`config.mk`:
```
export PLATFORM = sky130hd
export DESIGN_NAME = evm_ballot_unit
export DESIGN_NICKNAME = d
export VERILOG_FILES = /design/src/rtl/evm_ballot_unit.sv
export SDC_FILE = /design/constraint.sdc
export NUM_CORES = 1
export LEC_CHECK = 0
export CORE_UTILIZATION = 45
export CTS_CLUSTER_SIZE = 28
export DETAILED_ROUTE_END_ITERATION = 16
export GPL_TIMING_DRIVEN = 0
export PLACE_DENSITY = 0.73
export SYNTH_ARGS = -nofsm -noshare
export SYNTH_HDL_FRONTEND = slang
export SYNTH_SLANG_ARGS = --single-unit
```
`constraint.sdc`:
```
create_clock -name clk -period 4.6 [get_ports clk]
set_input_delay 0.92 -clock clk [delete_from_list [all_inputs] [get_ports clk]]
set_output_delay 0.92 -clock clk [all_outputs]
set_load 0.05 [all_outputs]
```
`src/rtl/evm_ballot_unit.sv`:
```
// Ballot-controlled vote tally for N_CAND candidates with a sequential winner/tie scan at close.
// Optional macro EVM_SATURATE_EN: counts saturate and raise sticky ovf instead of wrapping.
module evm_ballot_unit #(
  parameter  int N_CAND = 3,
  parameter  int CNT_W  = 32,
  localparam int IDX_W  = $clog2(N_CAND),
  localparam int TOT_W  = CNT_W + IDX_W
) (
  input  logic                    clk,
  input  logic                    rst,
  input  logic                    voter_en,
  input  logic [N_CAND-1:0]       cand,
  input  logic                    voting_over,
  output logic                    ready,
  output logic                    vote_ack,
  output logic                    vote_err,
  output logic [N_CAND*CNT_W-1:0] counts,
  output logic [TOT_W-1:0]        total,
  output logic [IDX_W-1:0]        winner,
  output logic                    tie,
  output logic                    result_valid,
  output logic                    ovf,
  output logic [2:0]              dbg_state_o
);

  // Handshake: a ballot is consumed by exactly one single-button rising edge while
  // ready=1; vote_ack (accepted) or vote_err (multi-press) pulses the cycle after.
  typedef enum logic [2:0] {
    S_IDLE    = 3'd0,
    S_ARMED   = 3'd1,
    S_RELEASE = 3'd2,
    S_TALLY   = 3'd3,
    S_DONE    = 3'd4
  } state_t;

  localparam logic [N_CAND-1:0] ONE_HOT_LSB = N_CAND'(1);
  localparam logic [IDX_W-1:0]  LAST_IDX    = IDX_W'(N_CAND - 1);

  state_t             state_q, state_d;
  logic [N_CAND-1:0]  cand_q;
  logic [CNT_W-1:0]   cnt_q [N_CAND];
  logic [CNT_W-1:0]   cnt_d [N_CAND];
  logic [TOT_W-1:0]   total_q, total_d;
  logic               ack_q, ack_d;
  logic               err_q, err_d;
  logic [IDX_W-1:0]   scan_q, scan_d;
  logic [CNT_W-1:0]   max_q, max_d;
  logic [IDX_W-1:0]   winner_q, winner_d;
  logic               tie_q, tie_d;
`ifdef EVM_SATURATE_EN
  logic               ovf_q, ovf_d;
`endif

  logic [N_CAND-1:0]  rise;
  logic               single_press;
  logic               multi_press;
  logic [IDX_W-1:0]   press_idx;
  logic               record;
  logic [CNT_W-1:0]   scan_cnt;

  assign rise         = cand & ~cand_q;
  assign single_press = (rise != '0) && ((rise & (rise - ONE_HOT_LSB)) == '0);
  assign multi_press  = (rise != '0) && !single_press;
  assign scan_cnt     = cnt_q[scan_q];

  always_comb begin
    press_idx = '0;
    for (int i = 0; i < N_CAND; i++) begin
      if (rise[i]) press_idx = IDX_W'(i);
    end
  end

  always_comb begin
    state_d  = state_q;
    cnt_d    = cnt_q;
    total_d  = total_q;
    ack_d    = 1'b0;
    err_d    = 1'b0;
    scan_d   = scan_q;
    max_d    = max_q;
    winner_d = winner_q;
    tie_d    = tie_q;
`ifdef EVM_SATURATE_EN
    ovf_d    = ovf_q;
`endif
    record   = 1'b0;

    case (state_q)
      S_IDLE: begin
        if (voting_over)   state_d = S_TALLY;
        else if (voter_en) state_d = S_ARMED;
      end
      S_ARMED: begin
        if (single_press) begin
          record  = 1'b1;
          state_d = S_RELEASE;
        end else if (multi_press) begin
          err_d = 1'b1;
        end
        if (voting_over) state_d = S_TALLY;
      end
      S_RELEASE: begin
        if (voting_over)       state_d = S_TALLY;
        else if (cand == '0)   state_d = S_IDLE;
      end
      S_TALLY: begin
        // Strictly-greater update keeps ties on the lowest index.
        if (scan_q == '0) begin
          max_d    = scan_cnt;
          winner_d = '0;
          tie_d    = 1'b0;
        end else if (scan_cnt > max_q) begin
          max_d    = scan_cnt;
          winner_d = scan_q;
          tie_d    = 1'b0;
        end else if (scan_cnt == max_q) begin
          tie_d = 1'b1;
        end
        if (scan_q == LAST_IDX) state_d = S_DONE;
        else                    scan_d  = scan_q + IDX_W'(1);
      end
      S_DONE: begin
      end
      default: state_d = S_IDLE;
    endcase

    if (state_d == S_TALLY && state_q != S_TALLY) begin
      scan_d   = '0;
      max_d    = '0;
      winner_d = '0;
      tie_d    = 1'b0;
    end

    if (record) begin
      ack_d   = 1'b1;
      total_d = total_q + TOT_W'(1);
`ifdef EVM_SATURATE_EN
      if (&cnt_q[press_idx]) ovf_d = 1'b1;
      else                   cnt_d[press_idx] = cnt_q[press_idx] + CNT_W'(1);
`else
      cnt_d[press_idx] = cnt_q[press_idx] + CNT_W'(1);
`endif
    end
  end

  always_ff @(posedge clk or negedge rst) begin
    if (!rst) begin
      state_q  <= S_IDLE;
      cand_q   <= '0;
      for (int i = 0; i < N_CAND; i++) cnt_q[i] <= '0;
      total_q  <= '0;
      ack_q    <= 1'b0;
      err_q    <= 1'b0;
      scan_q   <= '0;
      max_q    <= '0;
      winner_q <= '0;
      tie_q    <= 1'b0;
`ifdef EVM_SATURATE_EN
      ovf_q    <= 1'b0;
`endif
    end else begin
      state_q  <= state_d;
      cand_q   <= cand;
      for (int i = 0; i < N_CAND; i++) cnt_q[i] <= cnt_d[i];
      total_q  <= total_d;
      ack_q    <= ack_d;
      err_q    <= err_d;
      scan_q   <= scan_d;
      max_q    <= max_d;
      winner_q <= winner_d;
      tie_q    <= tie_d;
`ifdef EVM_SATURATE_EN
      ovf_q    <= ovf_d;
`endif
    end
  end

  for (genvar g = 0; g < N_CAND; g++) begin : g_counts
    assign counts[g*CNT_W +: CNT_W] = cnt_q[g];
  end

  assign ready        = (state_q == S_ARMED);
  assign result_valid = (state_q == S_DONE);
  assign vote_ack     = ack_q;
  assign vote_err     = err_q;
  assign total        = total_q;
  assign winner       = winner_q;
  assign tie          = tie_q;
  assign dbg_state_o  = state_q;
`ifdef EVM_SATURATE_EN
  assign ovf          = ovf_q;
`else
  assign ovf          = 1'b0;
`endif

endmodule
```
### Word level (Yosys, flattened, before mapping)

Cells that the tools add are included.

* bits in latches: 0
* register bits after elaboration: 175
* bits in read-only memories: 0
* RAM bits: 0
* logic and storage cells: 91
* memories kept: 0
* output and inout port bits: 141

* eq/ne operators: 9
* div/mod/pow operators: 0
* bitwise gates (word level): 5
* mux-type cells: 41
* $add $sub $neg: 4
* shift-type cells: 0
* multipliers: 0
* order comparisons: 4
* reductions and logical operators: 16

Operator list (number)
* $mux W32: 9
* $bmux W32 S2: 2
* $bwmux W96: 1
* $demux W32 S2: 1
* $add A34 B1 Y34 const B: 1
* $add A32 B1 Y32 const B: 1
* $eq A32 B32 Y1: 1
* $gt A32 B32 Y1: 1
* $mux W3: 7
* $mux W2: 8
* $pmux W3 S5: 1
* $mux W1: 12
* $eq A3 B2 Y1 const B: 3
* $logic_not A3 Y1: 3
* $and A3 B3 Y3: 2
* $ge A3 B3 Y1 const B: 2
* $not A2 Y3: 2
* $reduce_and A2 Y1: 3
* $reduce_bool A3 Y1: 2
* $logic_and A1 B1 Y1: 4
* $reduce_bool A4 Y1: 1
* $eq A3 B1 Y1 const B: 1
* $eq A3 B3 Y1 const B: 1
* $lt A3 B1 Y1 const B: 1
* other kinds (9): 9

### Logic depth before layout (Yosys ltp)

* word-level depth: 13
* depth in mapped cells: 14
* depth with buffers taken out: 12

### Worst setup path after synthesis

No wires, ideal clock.

* kind: input-to-reg
* from: input port cand[2]
* to: register cnt_q (netlist bit counts[72])
* stages on the path: 14
* library setup time: 0.125 ns
* path buffers: 4
* setup slack: 0.752 ns
* arrival: 3.723 ns
* data required time: 4.475 ns
* cells stage by stage: nand2b_1 -> buf_2 -> buf_2 -> buf_1 -> clkbuf_1 -> nor2_1 -> a31oi_1 -> ha_1 -> o21ai_0 -> a21oi_2 -> nand2_1 -> nor4_2 -> xnor2_1 -> mux2_2

* cells in the longest elaborated chain, start to end: 8
* elaborated cells between the ends (all ways): 20

Ends and longest elaborated chain
* start: declaration: RTL line 12 `input logic [N_CAND-1:0] cand,`
* $and A3 B3 Y3 *: RTL line 61 `assign rise = cand & ~cand_q;`
* $mux W2: RTL line 69 `if (rise[i]) press_idx = IDX_W'(i);`
* $not A2 Y3 (not written as such): RTL line 141 `cnt_d[press_idx] = cnt_q[press_idx] + CNT_W'(1);`
* $bmux W32 S2 (tied with other cells): RTL line 141
* $mux W32 (not written as such) / $logic_and A1 B1 Y1 (equally long branches): RTL line 141
* $mux W32 (not written as such): RTL line 141
* $add A32 B1 Y32 / $demux W32 S2 (equally long branches): RTL line 141
* $bwmux W96: RTL line 141
* end: declaration: RTL line 41 `logic [CNT_W-1:0] cnt_q [N_CAND];`

Every way passes the cells marked *; elsewhere a longest branch is shown, timed or not. The select of a mux whose other input is x is not followed.
A chain may end at the register's enable or synchronous reset.

### Final worst setup path

* from: register scan_q[0]
* to: register max_q[4]

* cells in the longest elaborated chain, start to end: 8
* elaborated cells between the ends (all ways): 18

Ends and longest elaborated chain
* start: declaration: RTL line 46 `logic [IDX_W-1:0] scan_q, scan_d;`
* start signal: assignment: RTL line 168 `scan_q <= scan_d;`
* parallel branches: the longest is 8 deep, another holds $gt A32 B32 Y1
* end signal: assignment: RTL line 169 `max_q <= max_d;`
* end: declaration: RTL line 47 `logic [CNT_W-1:0] max_q, max_d;`

Parallel ways; which one is timed is not known. The select of a mux whose other input is x is not followed.

==> flow_summary.toml <==
[timing]
setup_viol_count_final = 0
tightest_slew_ns = 0.810
timing_hold_violations_final = 0
clock.fmax_mhz = 223
fin_skew_ns = 0.00962
fin_ws_ns = 0.118
period_needed_ns = 4.48
hold_ws_ns = 0.450
drv_slew = 0
rsz0062_at_grt = "false"
fin_crit_sh_pct = 97.4
max_slew_margin_pct = 45.4

[route]
drtPass1Iterations = 8
drc = 0
drt_wl_total_um = 32100
routedWlPerCell_um = 21.2
drt-initial-drc-count = 838
drt-vias-per-instance = 6.00
ant_nets = 0
num_vias = 9075

[worst_setup_path]
reg2reg_from = "scan_q[0]"
crit_path_max_incr_delay_ns = 0.60
start_kind = "flip-flop"
crit_buf_inv = 3
worstPathArrival_ns = 4.86
cp_slowest_cell = "dfrtp_1"
critical_path_class = "reg -> reg"
cp.required_ns = 4.98
rrSetupSlack_ns = 0.12
r2r_end = "max_q[4]"
crit_family = "compound AO/OA/AOI/OAI gates"
cp_cell_sequence = "inv_1 -> nor2_1 -> clkbuf_1 -> nand2_1 -> o21ai_0 -> ha_1 -> nor2b_1 -> o211ai_1 -> a2111oi_0 -> o41a_1 -> o21a_1 -> o21bai_2 -> buf_2 -> a22o_1"
end_kind = "flip-flop"
r2r_cells = 14
cp_max_fo = 10

[floorplan]
die_h_um = 151
initial_core_util_pct = 45.8
dieArea_um2 = 22800
ioPinCount = 148
die_width_um = 151
rows = 54
coreArea_um2 = 21800

[grt]
grtUsageMet1_pct = 40.2
antenna_found_initial = 0
grt_pass1_vias = 8576
grt_pass1_wl_um = 49500
use_met2_pct = 43.2
grt_use_total_pct = 29.0
overflow = 0
grt_max_degree = 101
use_met3_pct = 7.44
grt_busiest_layer = "met2"

[power_and_ir_drop]
clock_power_share_pct = 20.8
peakVddDrop_v = 0.000503
switching_share_pct = 46.7
combPwrFrac_pct = 47.4
power.density_nw_per_um2 = 545
power.switching_mw = 3.15
seqPwrFrac_pct = 31.8
leakagePower_nw = 5.38
p_int_mw = 3.60
power.total_mw = 6.76

[clock_tree]
clk_latency_ns = 0.44
holdBufCountCts = 0
root_buffer = "clkbuf_16"
post_cts_buffers = 0
cts-htree-levels = 4
clkSinkCount = 175
cts.clk_slew.worst_paths_ns = 0.07
cts.repair.resized = 6
cts.path.max_buffers = 2
cts_made_buffers = 17
cts_tree = "done"

[placed_design]
dpl_cell_area_um2 = 11800
place_hpwl_um = 23200
place_ws_ns = -1.04
globalplace.congestion = 0.958
dpl.cell_count = 1483
portBuffers = 146

[yosys]
synth_nets = 1099
syn_area_um2 = 9970
synth_edf_count = 0
ys_types = 73
synth_seq_cells = 175
synthCells = 1056
syn_avg_cell_area_um2 = 9.44
yosysSeqAreaShare_pct = 43.9
synth_top_area_share_pct = 43.9
ys_async_sr_fraction_pct = 100
synth_top_area_cell = "dfrtp_1"
ys_warn_count = 0
ys_top_cells_by_area = "dfrtp_1 (44%), nand2_1 (6.4%), xnor2_1 (4.7%), ha_1 (4.5%), mux2i_1 (3.7%)"
ys.flop_type = "dfrtp_1"

[run]
cap_violations = 0

[finish]
diodes = 0
final_cell_area_um2 = 12400
final_cells = 1512
nNetsFinal = 1262
drive_gt1_share_pct = 9.17
synthToLayoutAreaGrowth_pct = 24.3

[min_path]
hp-class = "in -> async"

[outcome]
status = "complete, no violations"
-- layer usage --
| metal | vias up | share of wire, % | wire (µm) |
|---|---|---|---|
| met4 | 0 | 3.5 | 1110 |
| met2 | 468 | 45 | 14400 |
| met1 | 4455 | 42 | 13600 |
| met3 | 99 | 9.4 | 3000 |
| met5 | - | 0 | 0 |
| li1 | 4053 | - | - |
-- registers in the layout, indices dropped and copies added (netlist names) --
name,flops
vote_ack,1
dbg_state_o,3
total,34
winner,2
cand_q,3
scan_q,2
counts,96
vote_err,1
max_q,32
tie,1
-- stage by stage --
stage / setup TNS [ns] / util, %
floorplan: 0 / -
CTS: 0 / 56.9
finish: 0 / 57.0
global placement: -845.45 / 54.2
global route: 0 / 57.0
detailed placement: -41.31 / 54.3
-- placed cells by master, fill, tap and decap left out, types with 26 or more instances in the layout --
cell type | netlist | final
inv_1 | 40 | 40
dfrtp_1 | 175 | 175
a21oi_1 | 37 | 37
nand3_1 | 47 | 47
nor2_1 | 63 | 63
a22o_1 | 32 | 32
nand2_1 | 171 | 171
o21ai_0 | 68 | 68
nand4_1 | 26 | 26
xor2_1 | 38 | 38
ha_1 | 36 | 36
clkdlybuf4s50_1 | 0 | 144
mux2i_1 | 37 | 37
xnor2_1 | 53 | 53
-- cells by family (layout without fill, tap and decap cells) --
family	Yosys count	after routing	synth area share (%)
and+or+nand+nor	400	400	20.0
AOI/OAI and AO/OA	203	203	13.4
DFF	175	175	43.9
xor gates and xnor gates	91	91	7.99
buffers and inverters	91	267	3.94
muxes	59	59	6.24
adders and majority gates	36	36	4.52
other	1	1	0.0376
-- power by group through the flow --
stage / clock network, mW / registers, mW / logic (mW)
after floorplan: 0 / 2.71 / 1.48
after detailed placement: 0 / 2.16 / 3.13
after CTS: 1.42 / 2.13 / 3.16
after global routing: 1.48 / 2.18 / 3.39
final: 1.41 / 2.15 / 3.20
after global placement: 0 / 2.16 / 3.08
-- worst reg2reg max path, stage by stage, from the launching register on --
cell and delay [ns]:
dfrtp_1 0.60, inv_1 0.19, nor2_1 0.50, clkbuf_1 0.46, nand2_1 0.10, o21ai_0 0.25, ha_1 0.36, nor2b_1 0.14
o211ai_1 0.18, a2111oi_0 0.13, o41a_1 0.46, o21a_1 0.27, o21bai_2 0.31, buf_2 0.31, a22o_1 0.18
-- Yosys cell counts, types with 3 or more instances --
cell type	n
a211oi_1	8
a21o_1	5
a21oi_1	37
a22o_1	32
a22oi_1	3
a31oi_1	13
and2_1	7
and3_1	13
and3b_1	7
and4_1	5
buf_1	4
buf_2	14
buf_4	5
clkbuf_1	26
dfrtp_1	175
ha_1	36
inv_1	40
mux2_2	21
mux2i_1	37
nand2_1	171
nand2b_1	3
nand3_1	47
nand3b_1	3
nand4_1	26
nor2_1	63
nor3_1	15
nor3_2	3
nor4_1	10
nor4_2	4
o211ai_1	4
o21ai_0	68
o21ai_1	7
or2_2	4
xnor2_1	53
xor2_1	38
-- worst max-delay path by stage --
stage / startpoint / end / slack (ns) / cells after the start
finish: scan_q[0] / max_q[4] / 0.12 / 14
global route: scan_q[0] / max_q[25] / 0.02 / 14
CTS: scan_q[0] / max_q[13] / 0.0005 / 13
detailed placement: cand[2] / counts[58] / -1.04 / 15
global placement: rst / counts[38] / -4.64 / 1
floorplan: cand[2] / counts[72] / 0.75 / 14
-- layout make-up --
class,instances,area [µm²]
Inverter,40,150
Clock inverter,14,133
Clock buffer,18,429
Multi-Input combinational cell,790,5220
Timing Repair Buffer,147,1490
Tap cell,280,350
Buffer,48,240
Fill cell,1906,9360
Sequential cell,175,4380
(Power assumes the default switching activity.)
==> RTL edit, RTL diff (config.mk and constraints unchanged) <==
Remove the register `err_q`: a continuous assignment takes its place, so the output `vote_err` follows one clock earlier.
--- a/src/rtl/evm_ballot_unit.sv
+++ b/src/rtl/evm_ballot_unit.sv
@@ -150,7 +150,6 @@
       for (int i = 0; i < N_CAND; i++) cnt_q[i] <= '0;
       total_q  <= '0;
       ack_q    <= 1'b0;
-      err_q    <= 1'b0;
       scan_q   <= '0;
       max_q    <= '0;
       winner_q <= '0;
@@ -164,7 +163,6 @@
       for (int i = 0; i < N_CAND; i++) cnt_q[i] <= cnt_d[i];
       total_q  <= total_d;
       ack_q    <= ack_d;
-      err_q    <= err_d;
       scan_q   <= scan_d;
       max_q    <= max_d;
       winner_q <= winner_d;
@@ -174,6 +172,8 @@
 `endif
     end
   end
+
+  assign err_q = err_d;
 
   for (genvar g = 0; g < N_CAND; g++) begin : g_counts
     assign counts[g*CNT_W +: CNT_W] = cnt_q[g];
Formal check against the unedited RTL: not equivalent (a bounded check fails within 4 cycles, from zero or initial values and one cycle with rst low).
==> RTL edit against the unedited design <==
Largest cell class unchanged. Worst hold slack got worse by 0.0079 ns. Wire length fell by 0.25%. Global-route usage rose by 0.17 points. Synthesized area fell by 0.25%. Critical path depth fell by 5. Sequential cell count fell by 1. Combinational power barely moved. Design area barely moved. Register-to-register slack improved by 0.12 ns. Power fell by 0.14%. Worst setup slack got worse by 0.048 ns. Non-clock buffer count rose by 4.
==> RTL edit: results <==
status:
  status: "completed"
pwr:
  p_seq_share_pct: 31.7
  p_leak_nw: 5.384
  power.share.combinational_pct: 47.3
critical_path:
  crit_fanout: 19
  worstPathArrival_ns: 3.61
  reg2reg_slack_ns: 0.24
  cp_slowest_cell: "sky130_fd_sc_hd__dlygate4sd2_1"
  worst_reg2reg_path_length_in_cells: 13
synth:
  synth-compound-area-share_pct: 13.39
  synth_commonest_cells: "sky130_fd_sc_hd__dfrtp_1 (174), sky130_fd_sc_hd__nand2_1 (171), sky130_fd_sc_hd__o21ai_0 (68), sky130_fd_sc_hd__nor2_1 (63), sky130_fd_sc_hd__xnor2_1 (53)"
  yosys.area_share.adder_pct: 4.529
  synth-seq-cells: 174
  yosys.area_share.xor_xnor_pct: 8.014
  netlist_top_cells_area: "sky130_fd_sc_hd__dfrtp_1 (44%), sky130_fd_sc_hd__nand2_1 (6.5%), sky130_fd_sc_hd__xnor2_1 (4.7%)"
global_route:
  gr-usage-met2_pct: 44.08
  grtUsageMet3_pct: 7.242
  global_route.usage.met1_pct: 40.32
  first_pass_grt_wire_length_um: 49650
placement:
  placed_cells_incl_taps: 1482
  globalplace.congestion: 0.9779
  hpwl_um: 23190
route:
  wire_per_inst_um: 21.12
  detailroute.wirelength.met3_um: 2992
  drt-initial-drc-count: 1199
  count_of_vias_placed_by_the_detailed_router: 8987
final_layout:
  multi_input_area_share_pct: 42.08
  stdcell_area_um2: 12400
  clock_area_share_pct: 4.541
  finalNetCount: 1265
  sequential_cell_area_um2: 4354
timing:
  timing_worst_slew_pin_value_ns: 0.7785
  pnr_worst_setup_slack_ns: 0.07064
RTL edit: cell count changes in the layout (fill, tap and decap cells not counted), moves of 2 or more:
cell / before / now
sky130_fd_sc_hd__clkbuf_2: 5 / 8
sky130_fd_sc_hd__inv_6: 4 / 2
sky130_fd_sc_hd__clkinv_2: 3 / 0
sky130_fd_sc_hd__clkinvlp_4: 2 / 5
sky130_fd_sc_hd__buf_4: 5 / 11
sky130_fd_sc_hd__buf_2: 14 / 12
RTL edit: worst max-delay path by stage:
stage | startpoint | end | depth (start not counted)
3_5_place_dp | cand[2] | counts[58]$_DFFE_PN0P_ | 15
3_3_place_gp | rst | counts[6]$_DFFE_PN0P_ | 1
6_report | cand[2] | vote_err | 9
2_1_floorplan | cand[2] | counts[72]$_DFFE_PN0P_ | 14
4_1_cts | scan_q[1]$_DFFE_PN0P_ | max_q[6]$_DFFE_PN0P_ | 12
5_1_grt | cand[2] | vote_err | 9
